===== config.mk =====
export PLATFORM = sky130hd
export DESIGN_NAME = ycc_frame_sequencer
export DESIGN_NICKNAME = d
export VERILOG_FILES = /design/src/rtl/ycc_frame_sequencer.sv
export SDC_FILE = /design/constraint.sdc
export NUM_CORES = 1
export LEC_CHECK = 0
export ABC_AREA = 1
export BUFFER_PORTS_ARGS = -buffer_cell sky130_fd_sc_hd__buf_2
export CORE_MARGIN = 10
export CORE_UTILIZATION = 58
export CTS_CLUSTER_SIZE = 16
export DETAILED_ROUTE_END_ITERATION = 6
export GPL_ROUTABILITY_DRIVEN = 0
export PLACE_DENSITY = 0.82
export SETUP_SLACK_MARGIN = 0.2
export SLEW_MARGIN = 20
export SYNTH_ARGS = -nofsm -noshare
export SYNTH_HDL_FRONTEND = slang
export SYNTH_SLANG_ARGS = --single-unit

===== constraint.sdc =====
create_clock -name clk -period 1.75 [get_ports clk]
set_input_delay 0.35 -clock clk [delete_from_list [all_inputs] [get_ports clk]]
set_output_delay 0.35 -clock clk [all_outputs]
set_load 0.02 [all_outputs]

===== src/rtl/ycc_frame_sequencer.sv =====
// Frame sequencer for the RGB-to-luma stage: walks a frame in raster
// order, reads the pixel RAM and aligns luma-buffer writes to the converter.
//
// Ports:
//   clk, rst          clock and synchronous active-high reset
//   start             begin one frame (sampled only when idle)
//   hold              stall new reads; reads already in flight still drain
//   rd_en, rd_addr    registered pixel RAM read strobe and address
//   wr_en, wr_addr    luma write strobe and address, RD_LAT+CONV_LAT after the read
//   wr_col, wr_row    coordinates of the pixel being written
//   busy, done        frame in progress / one-cycle end-of-frame pulse
//   frame_cnt         completed frames, wraps modulo 256
module ycc_frame_sequencer #(
   parameter int IMG_W    = 64,
   parameter int IMG_H    = 48,
   parameter int ADDR_W   = 12,
   parameter int COL_W    = 6,
   parameter int ROW_W    = 6,
   parameter int RD_LAT   = 1,
   parameter int CONV_LAT = 1
) (
   input  logic              clk,
   input  logic              rst,
   input  logic              start,
   input  logic              hold,
   output logic              rd_en,
   output logic [ADDR_W-1:0] rd_addr,
   output logic              wr_en,
   output logic [ADDR_W-1:0] wr_addr,
   output logic [COL_W-1:0]  wr_col,
   output logic [ROW_W-1:0]  wr_row,
   output logic              busy,
   output logic              done,
   output logic [7:0]        frame_cnt
);

   localparam int D = RD_LAT + CONV_LAT;
   localparam int N = IMG_W * IMG_H;

   localparam logic [ADDR_W-1:0] LAST_ADDR = ADDR_W'(N - 1);
   localparam logic [COL_W-1:0]  LAST_COL  = COL_W'(IMG_W - 1);
   localparam logic [ADDR_W-1:0] ADDR_ONE  = ADDR_W'(1);
   localparam logic [COL_W-1:0]  COL_ONE   = COL_W'(1);
   localparam logic [ROW_W-1:0]  ROW_ONE   = ROW_W'(1);

   typedef enum logic [1:0] {
      IDLE  = 2'd0,
      RUN   = 2'd1,
      DRAIN = 2'd2,
      DONE  = 2'd3
   } state_t;

   state_t state;

   // Next pixel to be issued; rd_col/rd_row track the issued pixel.
   logic [ADDR_W-1:0] nxt_addr;
   logic [COL_W-1:0]  nxt_col;
   logic [ROW_W-1:0]  nxt_row;
   logic [COL_W-1:0]  rd_col;
   logic [ROW_W-1:0]  rd_row;

   // Delay line; the last stage drives the write outputs directly.
   logic              dl_en   [D];
   logic [ADDR_W-1:0] dl_addr [D];
   logic [COL_W-1:0]  dl_col  [D];
   logic [ROW_W-1:0]  dl_row  [D];

   assign wr_en   = dl_en[D-1];
   assign wr_addr = dl_addr[D-1];
   assign wr_col  = dl_col[D-1];
   assign wr_row  = dl_row[D-1];

   always_ff @(posedge clk) begin
      if (rst) begin
         state     <= IDLE;
         rd_en     <= 1'b0;
         rd_addr   <= '0;
         rd_col    <= '0;
         rd_row    <= '0;
         nxt_addr  <= '0;
         nxt_col   <= '0;
         nxt_row   <= '0;
         busy      <= 1'b0;
         done      <= 1'b0;
         frame_cnt <= '0;
      end else begin
         rd_en <= 1'b0;
         done  <= 1'b0;
         unique case (state)
            IDLE: begin
               // Pixel 0 is issued on the accepting edge so the
               // first read lands in the first busy cycle.
               if (start) begin
                  state    <= RUN;
                  busy     <= 1'b1;
                  rd_en    <= 1'b1;
                  rd_addr  <= '0;
                  rd_col   <= '0;
                  rd_row   <= '0;
                  nxt_addr <= ADDR_ONE;
                  nxt_col  <= COL_ONE;
                  nxt_row  <= '0;
               end
            end
            RUN: begin
               if (!hold) begin
                  rd_en   <= 1'b1;
                  rd_addr <= nxt_addr;
                  rd_col  <= nxt_col;
                  rd_row  <= nxt_row;
                  if (nxt_addr == LAST_ADDR) begin
                     state <= DRAIN;
                  end else begin
                     nxt_addr <= nxt_addr + ADDR_ONE;
                     if (nxt_col == LAST_COL) begin
                        nxt_col <= '0;
                        nxt_row <= nxt_row + ROW_ONE;
                     end else begin
                        nxt_col <= nxt_col + COL_ONE;
                     end
                  end
               end
            end
            DRAIN: begin
               // The final pixel leaving the delay line empties it.
               if (wr_en && (wr_addr == LAST_ADDR)) begin
                  state     <= DONE;
                  busy      <= 1'b0;
                  done      <= 1'b1;
                  frame_cnt <= frame_cnt + 8'd1;
               end
            end
            DONE: begin
               state <= IDLE;
            end
            default: begin
               state <= IDLE;
            end
         endcase
      end
   end

   always_ff @(posedge clk) begin
      if (rst) begin
         for (int i = 0; i < D; i++) begin
            dl_en[i]   <= 1'b0;
            dl_addr[i] <= '0;
            dl_col[i]  <= '0;
            dl_row[i]  <= '0;
         end
      end else begin
         dl_en[0]   <= rd_en;
         dl_addr[0] <= rd_addr;
         dl_col[0]  <= rd_col;
         dl_row[0]  <= rd_row;
         for (int i = 1; i < D; i++) begin
            dl_en[i]   <= dl_en[i-1];
            dl_addr[i] <= dl_addr[i-1];
            dl_col[i]  <= dl_col[i-1];
            dl_row[i]  <= dl_row[i-1];
         end
      end
   end

endmodule


# Yosys cells after proc, flatten, opt, wreduce, memory -nomap -nowiden
# Memory sizes are Yosys's and may differ from the RTL's.
# Cells that the tools add are included.
# op_classes
n_reduce_logical	11
n_bitwise	9
mux	44
add_sub_neg	4
eq_ne	12
# op_table
op	count
two-way mux 12 bit	7
two-way mux 6 bit	14
case mux 12 bit (2 select lines)	2
case mux 6 bit (2 select lines)	4
== test 12 bit (second input constant)	2
adder 12 x 1 -> 12 bit (second input constant)	1
adder 6 x 1 -> 6 bit (second input constant)	2
inequality test 2 bit (second input constant)	6
two-way mux 1 bit	10
adder 8 x 1 -> 8 bit (second input constant)	1
two-way mux 2 bit	4
bitwise OR 1 bit	8
case mux 2 bit (4 select lines)	1
AND reduction 4 bit	2
== test 6 bit (second input constant)	1
AND reduction 3 bit	2
AND reduction 5 bit	1
== test 2 bit (second input constant)	2
case mux 1 bit (2 select lines)	2
nonzero test 2 bit	2
== test 2 x 1 -> 1 bit (second input constant)	1
zero test 2 bit	1
AND reduction 2 bit	1
OR reduction 2 bit	1
other kinds (2)	2
# totals
mem_count	4
output_inout_bits	48
ff_bits	61
input_bits	4
wordCells	95
ramBits	50
# mem_list
memory	depth	word_bits	rd	rd_clocked_by_memory_dff	write_ports	line	text
dl_addr	2	12	2	0	2	64	logic [ADDR_W-1:0] dl_addr [D];
dl_col	2	6	2	0	2	65	logic [COL_W-1:0] dl_col [D];
dl_row	2	6	2	0	2	66	logic [ROW_W-1:0] dl_row [D];
dl_en	2	1	2	0	2	63	logic dl_en [D];

# Longest topological paths before layout
# Gate-level depths: netlist (run 1).
# depth
depth_word	5
ltp_mapped	10
mapped_depth_nobuf	9

# Worst setup path after synthesis (run 1)
# No wires, ideal clock.
# synth_timing
kind	flip-flop to flip-flop
start	register state[0]
end	register nxt_addr[5]
path_buffers	1
arrival_time_ps	1428
setup_time_ps	116
slack_ps	206
synth_period_minus_slack_ps	1544
t_required_ps	1634
path_stages_with_launch	10
cell_sequence	dfxtp_1 > inv_1 > ha_1 > nand2_1 > nand2_1 > a21oi_4 > buf_6 > nand3_1 > o21ai_0 > nor2_1
# synth_between
elab_chain_cells	3
word_cells_on_any_way	8
classes_between	eq/ne (4); mux (1); reduce/logical (3)
# synth_lines
element	line	text
from (decl)	53	state_t state;
from (signal assigned)	75	state <= IDLE;
from (signal assigned)	94	state <= RUN;
from (signal assigned)	112	state <= DRAIN;
== test 2 x 1 -> 1 bit / zero test 2 bit (equally long branches)	89	unique case (state)
inequality test 2 bit (no source line) / nonzero test 2 bit (equally long branches)	n/a	
AND reduction 4 bit (no source line)	n/a	
to (signal assigned)	114	nxt_addr <= nxt_addr + ADDR_ONE;
to (decl)	56	logic [ADDR_W-1:0] nxt_addr;
# Several ways; a longest one is shown, not always the timed one.
# A chain may end at the register's enable or synchronous reset.

# Worst setup path in the final report (run 1)
# layout_timing
start	register state[0]
end	register rd_addr[0]
# layout_between
elab_chain_cells	3
word_cells_on_any_way	7
classes_between	eq/ne (3); mux (1); reduce/logical (3)
# layout_lines
element	line	text
== test 2 x 1 -> 1 bit / zero test 2 bit (equally long branches)	89	
inequality test 2 bit (no source line) / nonzero test 2 bit (equally long branches)	n/a	
AND reduction 3 bit (no source line)	n/a	
to (signal assigned)	108	rd_addr <= nxt_addr;
to (decl)	27	output logic [ADDR_W-1:0] rd_addr,
# Several ways; a longest one is shown, not always the timed one.

==> reports/qor_table.md, run 1 <==
| Step | Metric | This run |
|---|---|---|
| global route | Leftover overflow at the end of global routing | 0 |
| floorplanning | Top Ports | 52 |
| floorplanning | Starting density of the core | 59.60% |
| floorplanning | Die Area | 11850 um^2 |
| logic synthesis | Nets in the synthesized netlist | 601 |
| floorplanning | Width of the chip | 108.9 um |
| logic synthesis | Cell variety after synth | 34 |
| setup path | Source of the worst register-to-register timing path | state[0] |
| clock network | Number of H-tree levels | 3 |
| logic synthesis | Average footprint of a synthesized cell | 7.766 um^2 |
| setup path | Worst reg2reg path endpoint | rd_addr[0] |
| final layout | Layout Area Growth over Synthesis | 19.47% |
| logic synthesis | Fraction of post-synthesis cell area in the top cell type by area | 48.50% |
| sta | Fmax achieved | 0.5808 GHz |
| final layout | Layout Nets | 654 |
| drt | Total number of vias | 4059 |
| sta | Setup TNS | 0 ps |
| sta | Worst slack on hold paths | 207.1 ps |
| final layout | Area taken by multi-input logic gates | 1898 um^2 |
| pwr | Overall power | 0.007450 W |
| clock network | Hold-fix buffers, CTS | 0 |
| clock network | CTS tree | done |
| sta | Share of the cycle needed by the critical path after routing | 98.39% |
| logic synthesis | FFs w/ async S/R, synth | 0% |
| global route | Vias in the first global route | 3662 |
| global route | Total global routing track utilization | 17.89% |
| logic synthesis | Mux contribution to synthesized area | 0% |
| min path | Hold path endpoint | dl_addr[0][4] |
| clock network | CTS Buf Count | 9 |
| setup path | Top fanout value on the critical path | 12 |
| clock network | Number of sinks driven by the clock tree | 111 |
| clock network | Clock-pin slew of the registers on the worst-case setup and hold paths | 110 ps |
| setup path | Critical path type | register to register |
| flow run | Number of maximum-capacitance constraint violations | 0 |
| logic synthesis | Cell area after technology mapping | 4582 um^2 |
| drt | Violation count after the first detailed-routing iteration | 387 |
| clock network | Clock Root Buffer | sky130_fd_sc_hd__clkbuf_8 |
| logic synthesis | Synth Area in XOR/XNOR | 1.338% |
| setup path | Worst R2R Path Depth | 7 |
| setup path | Critical path data required time | 2010 ps |
| logic synthesis | Instance count of the mapped netlist | 590 |
| global route | Maximum number of pins on one net before global-route repair | 39 |
| logic synthesis | Post-synthesis share of cell area spent on full adders, half adders and majority gates | 1.912% |
| sta | Max Transition Viols Final | 0 |
| sta | Final count of negative-setup-slack endpoints | 0 |
| clock network | Clock latency on the worst-skew pair | 380 ps |
| min path | Count of cells along the worst hold path | 2 |
| placed design | Detailed-placement wirelength estimate | 7061 um |
| setup path | Worst reg2reg setup slack | 30 ps |
| final layout | Area taken by flip-flops and latches | 2230 um^2 |
| sta | Final period demand of the worst path | 1722 ps |
| logic synthesis | Combinational family with the most area after synthesis | simple AND/OR/NAND/NOR gates |
| outcome | Run status | completed |
| final layout | Number of fill cells | 527 |
| setup path | Crit-path max cell delay | 350 ps |
| logic synthesis | Synth top area cells | sky130_fd_sc_hd__dfxtp_1 (48%), sky130_fd_sc_hd__nor2_1 (9.0%), sky130_fd_sc_hd__inv_1 (7.9%) |
| sta | RSZ-0062 raised after global routing | yes |
| floorplanning | Core Region | 7687 um^2 |
| logic synthesis | Synth warn | 0 |
| setup path | Slowest stage cell on the critical path | sky130_fd_sc_hd__dfxtp_2 |
| logic synthesis | Compound-gate portion of the synthesized area | 9.230% |
| min path | Kind of path behind the tightest hold check | primary input to register |
| logic synthesis | Dominant cell type by area after synthesis | sky130_fd_sc_hd__dfxtp_1 |
| drt | Total Wirelength | 11720 um |
| pwr | Worst ir drop on vdd | 773.3 uV |
| drt | Vias per cell | 5.412 |
| logic synthesis | Number of enable flip-flop cells after synthesis | 0 |
| drt | Post-DR wirelength/cell | 15.63 um |
| final layout | Share of final-layout standard cells stronger than drive strength 1 | 22.99% |
| logic synthesis | Ys flop type | sky130_fd_sc_hd__dfxtp_1 |
| global route | First-pass GRT wire length | 17250 um |
| placed design | Count of buffers from port buffering | 51 |
| sta | Worst slew pin tran | 442.8 ps |
| setup path | CP Cell Sequence | buf_12, ha_4, inv_2, a21oi_4, buf_4, bufbuf_16, o32ai_1 |
| final layout | Diodes inserted | 0 |
| logic synthesis | Portion of the post-synthesis area used by sequential elements | 48.50% |
| setup path | Type of destination of the critical path | register |
| drt | DRC violation count after routing | 0 |
| pwr | Ratio of total power to cell area | 1361 nW/um^2 |
| drt | DR pass1 iterations | 5 |
| logic synthesis | Fraction of the mapped netlist area in simple logic gates | 24.52% |
| floorplanning | Number of placement rows | 32 |
| min path | Hold path startpoint | rst |
| setup path | Data arrival, critical path | 1980 ps |
| setup path | Crit start category | register |
| clock network | Maximum buffer depth of the clock tree | 2 |
| global route | Number of antenna violations at the first check in global routing | 0 |
| drt | Remaining antenna violation count | 0 |
| pwr | Leakage power figure | 2.297 nW |
| logic synthesis | Yosys reg bits | 111 |
| sta | Final hold violation count | 0 |
| sta | Max_slew headroom | 70.48% |
| sta | Layout Skew | 10.74 ps |
| floorplanning | Die span in y | 108.9 um |
[cell usage in the layout (no fill, tap or decap), drive strengths merged]
cell type	count
nor3	3
o21ai	16
nand2	97
clkbuf	10
o31ai	6
buf	81
xor2	6
inv	103
nor2	113
dfxtp	111
a21oi	22
ha	7
bufinv	2
xnor2	1
bufbuf	1
nand3b	2
nand3	29
clkinv	2
nand4	13
o32ai	18
nor3b	2
nor4	1
o21bai	2
[sequential cells by signal (all words and copies together), names as in the netlist, 2 cells and up]
| register | flops |
|---|---|
| rd_row | 6 |
| frame_cnt | 8 |
| dl_addr | 24 |
| nxt_addr | 12 |
| nxt_col | 6 |
| nxt_row | 6 |
| dl_en | 2 |
| dl_col | 12 |
| dl_row | 12 |
| state | 2 |
| rd_col | 6 |
| rd_addr | 12 |
[critical path: cells and delay by family, from the launching register on]
family | cells | cell delay (ps)
compound gates | 2 | 430
buf+inv | 4 | 640
flops | 1 | 350
fa+ha+maj | 1 | 170
[worst max-delay path by stage]
| stage | startpoint | to | slack (ps) | depth (start not counted) |
|---|---|---|---|---|
| after global routing | state[1] | rd_addr[0] | 3 | 8 |
| after floorplan | state[0] | nxt_addr[5] | 210 | 9 |
| final | state[0] | rd_addr[0] | 30 | 7 |
| after detailed placement | state[0] | nxt_row[4] | -20 | 9 |
| after global placement | nxt_addr[1] | nxt_col[5] | 110 | 8 |
| after CTS | state[0] | nxt_row[4] | 180 | 9 |
[synth_stat cells (3+ instances only)]
master and number:
sky130_fd_sc_hd__dfxtp_1 111, sky130_fd_sc_hd__nor2_1 110, sky130_fd_sc_hd__inv_1 96, sky130_fd_sc_hd__nand2_1 94, sky130_fd_sc_hd__nand3_1 26, sky130_fd_sc_hd__buf_4 25, sky130_fd_sc_hd__a21oi_1 21, sky130_fd_sc_hd__o32ai_1 18
sky130_fd_sc_hd__nand4_1 12, sky130_fd_sc_hd__o21ai_0 11, sky130_fd_sc_hd__clkbuf_1 9, sky130_fd_sc_hd__ha_1 7, sky130_fd_sc_hd__o31ai_1 6, sky130_fd_sc_hd__xor2_1 6, sky130_fd_sc_hd__buf_6 4, sky130_fd_sc_hd__o21ai_1 4
sky130_fd_sc_hd__buf_2 3, sky130_fd_sc_hd__inv_2 3, sky130_fd_sc_hd__nor3_1 3
[stage by stage]
step / setup WS (ps) / cell area [um^2] / util (%) / cells
4_1_cts: 179.8 / 5336 / 69.42 / 745
5_1_grt: 3.111 / 5474 / 71.21 / 750
3_5_place_dp: -24.94 / 4813 / 62.61 / 715
2_1_floorplan: 206.1 / 4582 / - / 590
3_3_place_gp: 109.1 / 4813 / 62.61 / 715
6_report: 28.11 / 5474 / 71.21 / 750
[power breakdown]
part	leakage [nW]	switching [W]	internal, W
Clock	0.113	0.000909	0.000830
Combinational	1.29	0.00165	0.00128
Sequential	0.899	0.000107	0.00267
[final cells by class]
type	instances	share of cell area, %
clock buffers	10	2.331
inverters	100	6.994
repair buffers	82	11.09
flip-flops and latches	111	40.73
repair inverters	1	0.06857
well taps	102	2.331
multi-input cells	338	34.67
clock inverters	6	1.783
[layer usage]
metal | vias up | share of wire, % | routed length (um) | global-route usage (%)
met4 | 0 | 3.8 | 451 | 7.815
met3 | 44 | 7.6 | 891 | 4.779
li1 | 1928 | - | - | -
met1 | 1891 | 39 | 4520 | 20.60
met5 | - | 0 | 0 | 0
met2 | 196 | 50 | 5859 | 30.55
[what timing repair did]
item	in CTS	in global routing
pin swaps	8	11
cloned	5	0
resized for setup	33	25
setup endpoints to repair	42	53
buffers inserted	9	5
[cells by family (layout without fill, tap and decap cells)]
logic type               Yosys count  in the layout
AO/OA/AOI/OAI                     64             64
AND/OR/NAND/NOR                  258            260
XOR/XNOR                           7              7
flip-flops                       111            111
buffers and inverters            143            199
adder cells (fa/ha/maj)            7              7
Power figures use the tool's default switching activity.
==> inputs of run 2 (changes only) <==
--- a/config.mk
+++ b/config.mk
@@ -12,8 +12,9 @@
 export CTS_CLUSTER_SIZE = 16
 export DETAILED_ROUTE_END_ITERATION = 6
 export GPL_ROUTABILITY_DRIVEN = 0
-export PLACE_DENSITY = 0.82
-export SETUP_SLACK_MARGIN = 0.2
+export PLACE_DENSITY = 0.77
+export RECOVER_POWER = 50
+export SETUP_SLACK_MARGIN = 0.3
 export SLEW_MARGIN = 20
 export SYNTH_ARGS = -nofsm -noshare
 export SYNTH_HDL_FRONTEND = slang
==> run 2 against run 1 <==
Effect of this change:
- clock skew decreased by 2.2 ps
- total power increased by 6.7%
- combinational power increased by 16%
- utilization increased by 4.0 points
- register-to-register slack improved by 60 ps
- sequential power about the same
- global-route usage increased by 0.21 points
- first-iteration DRC count decreased by 32%
- die area unchanged
- flip-flop and latch count unchanged
- hold slack improved by 120 ps
- critical path type unchanged
==> reports/qor_table.md, run 2 (same netlist as run 1, synthesis figures left out) <==
| Step | Metric | This run | vs previous |
|---|---|---|---|
| final layout | Most common library cell in the layout ignoring fill and taps | sky130_fd_sc_hd__nor2_1 |  |
| pwr | Leakage power figure | 2.284 nW | -0.55% |
| final layout | Cell Count, Final, Fillers Out | 760 | +1.3% |
| sta | Final worst setup slack | 92.79 ps | +64.68 ps |
| global route | First-pass GRT wire length | 17510 um | +1.5% |
| floorplanning | Top Ports | 52 | unchanged |
| global route | Vias in the first global route | 3725 | +1.7% |
| drt | Total Wirelength | 12650 um | +7.9% |
| drt | Vias per cell | 5.458 | +0.85% |
| floorplanning | Die Area | 11850 um^2 | unchanged |
| global route | Leftover overflow at the end of global routing | 0 | unchanged |
| pwr | Worst ir drop on vdd | 796.1 uV | +3.0% |
| setup path | Critical path type | register to register |  |
| setup path | Top fanout value on the critical path | 5 | -7 |
| floorplanning | Core Region | 7687 um^2 | unchanged |
| min path | Count of cells along the worst hold path | 3 | +1 |
| clock network | Clock Root Buffer | sky130_fd_sc_hd__clkbuf_8 |  |
| setup path | Source of the worst register-to-register timing path | nxt_addr[3] |  |
| clock network | Clock latency on the worst-skew pair | 360 ps | -20 ps |
| sta | Layout Skew | 8.591 ps | -2.153 ps |
| setup path | Data arrival, critical path | 1860 ps | -120 ps |
| final layout | Share of final-layout standard cells stronger than drive strength 1 | 24.16% | +1.2 points |
| floorplanning | Number of placement rows | 32 | unchanged |
| placed design | Number of cells in the design after placement | 713 | -0.28% |
| sta | Max Transition Viols Final | 0 | unchanged |
| min path | Hold path startpoint | start |  |
| sta | Max_slew headroom | 43.32% | -27 points |
| drt | Violation count after the first detailed-routing iteration | 265 | -32% |
| final layout | Biggest register | dl_addr |  |
| drt | DRC violation count after routing | 0 | unchanged |
| final layout | Diodes inserted | 0 | unchanged |
| setup path | Crit start category | register |  |
| pwr | Ratio of total power to cell area | 1375 nW/um^2 | +1.1% |
| sta | Final hold violation count | 0 | unchanged |
| drt | Total number of vias | 4148 | +2.2% |
| clock network | Number of sinks driven by the clock tree | 111 | unchanged |
| global route | Number of antenna violations at the first check in global routing | 0 | unchanged |
| sta | Worst slew pin tran | 850.2 ps | +407.4 ps |
| floorplanning | Width of the chip | 108.9 um | unchanged |
| clock network | Clock-pin slew of the registers on the worst-case setup and hold paths | 110 ps | about the same |
| flow run | Number of maximum-capacitance constraint violations | 0 | unchanged |
| floorplanning | Die span in y | 108.9 um | unchanged |
| global route | Maximum number of pins on one net before global-route repair | 71 | +82% |
| final layout | Commonest non-fill, non-tap cells in the layout | sky130_fd_sc_hd__nor2_1 (105), sky130_fd_sc_hd__dfxtp_1 (104), sky130_fd_sc_hd__inv_1 (91), sky130_fd_sc_hd__nand2_1 (81), sky130_fd_sc_hd__clkbuf_1 (29) |  |
| placed design | Setup slack at placement | 56.77 ps | +81.70 ps |
| placed design | Detailed-placement wirelength estimate | 6842 um | -3.1% |
| sta | Setup TNS | 0 ps | unchanged |
| min path | Kind of path behind the tightest hold check | primary input to register |  |
| sta | Final count of negative-setup-slack endpoints | 0 | unchanged |
| clock network | Number of H-tree levels | 3 | unchanged |
| sta | Share of the cycle needed by the critical path after routing | 94.70% | -3.7 points |
| final layout | Layout Nets | 664 | +1.5% |
| drt | Post-DR wirelength/cell | 16.64 um | +6.5% |
| drt | DR pass1 iterations | 5 | unchanged |
| final layout | Largest register FFs | 24 | unchanged |
| placed design | Count of buffers from port buffering | 51 | unchanged |
| sta | Fmax achieved | 0.6034 GHz | +3.9% |
| sta | RSZ-0062 raised after global routing | yes |  |
| clock network | CTS Buf Count | 9 | unchanged |
| setup path | Worst R2R Path Depth | 8 | +1 |
| clock network | Hold-fix buffers, CTS | 0 | unchanged |
| setup path | Worst reg2reg path endpoint | nxt_addr[3] |  |
| sta | Final period demand of the worst path | 1657 ps | -64.68 ps |
| setup path | Type of destination of the critical path | register |  |
| floorplanning | Starting density of the core | 59.60% | unchanged |
| outcome | Run status | completed |  |
| setup path | Worst reg2reg setup slack | 90 ps | +60 ps |
| drt | Remaining antenna violation count | 0 | unchanged |
| clock network | Maximum buffer depth of the clock tree | 2 | unchanged |
| clock network | CTS tree | done |  |
| min path | Hold path endpoint | busy |  |
| final layout | Layout Area Growth over Synthesis | 26.13% |  |
| global route | Total global routing track utilization | 18.09% | +0.21 points |
| setup path | Critical path data required time | 1950 ps | -60 ps |
==> run 2: cell types whose count changed in the layout (fill, tap and decap cells not counted), sizes merged <==
cell / change
inv: -1
nand2: +1
bufbuf: -1
clkbuf: +31
buf: -23
nor2: +1
clkinv: +1
clkinvlp: +1
==> run 2: layout make-up <==
class	count	area, um^2
Clock inverter	7	108.9
Multi-Input combinational cell	340	2131
Tap cell	102	127.6
Timing Repair Buffer	90	651.9
Clock buffer	9	123.9
Sequential cell	111	2233
Fill cell	501	1908
Inverter	100	396.6
Timing Repair inverter	1	6.256
==> run 2: per-layer routing <==
metal  GRT usage, %  vias up  part of all wire (%)
met5              0        -                     0
met4          5.085        0                   4.1
met3          4.071       60                   7.3
met2          32.43      221                    51
met1          21.09     1907                    37
li1               -     1960                     -
==> run 2: repair_timing <==
action	4_1_cts	5_1_grt
pin swaps	14	29
setup buffers	12	10
endpoints found under the hold margin	0	0
resized for setup	39	67
setup endpoints to repair	46	55
cloned	4	5
==> run 2: report_power, final <==
part / total, W / internal (W) / switching [W]
logic: 0.00341 / 0.00145 / 0.00195
registers: 0.00281 / 0.00268 / 0.000126
clock network: 0.00174 / 0.000840 / 0.000898
==> run 2: how the worst max path moves through the flow <==
stage / start / to / cells past startpoint
finish: nxt_addr[3] / nxt_addr[3] / 8
global route: nxt_addr[3] / nxt_addr[3] / 8
CTS: state[0] / nxt_col[2] / 8
detailed placement: state[0] / nxt_addr[4] / 10
global placement: state[0] / nxt_row[5] / 9
floorplan: state[0] / nxt_addr[10] / 9
==> run 2: stage by stage <==
| step | util [%] | total power (W) | hold slack, ps | area, um^2 |
|---|---|---|---|---|
| after floorplan | - | 0.004096 | 388.3 | 4592 |
| after global placement | 62.55 | 0.004404 | 391.5 | 4808 |
| after detailed placement | 62.55 | 0.004472 | 395.2 | 4808 |
| after CTS | 69.53 | 0.006894 | 271.1 | 5345 |
| after global routing | 75.18 | 0.008269 | 300.3 | 5779 |
| final | 75.18 | 0.007949 | 323.5 | 5779 |
==> run 2: critical path: stages, from the launching register on <==
cell and delay (ps):
sky130_fd_sc_hd__dfxtp_1 440, sky130_fd_sc_hd__inv_1 150, sky130_fd_sc_hd__nor2_4 240, sky130_fd_sc_hd__nand4_4 190, sky130_fd_sc_hd__buf_12 180, sky130_fd_sc_hd__nand2_8 100, sky130_fd_sc_hd__clkinv_8 80, sky130_fd_sc_hd__nand2_2 60
sky130_fd_sc_hd__a21oi_1 80
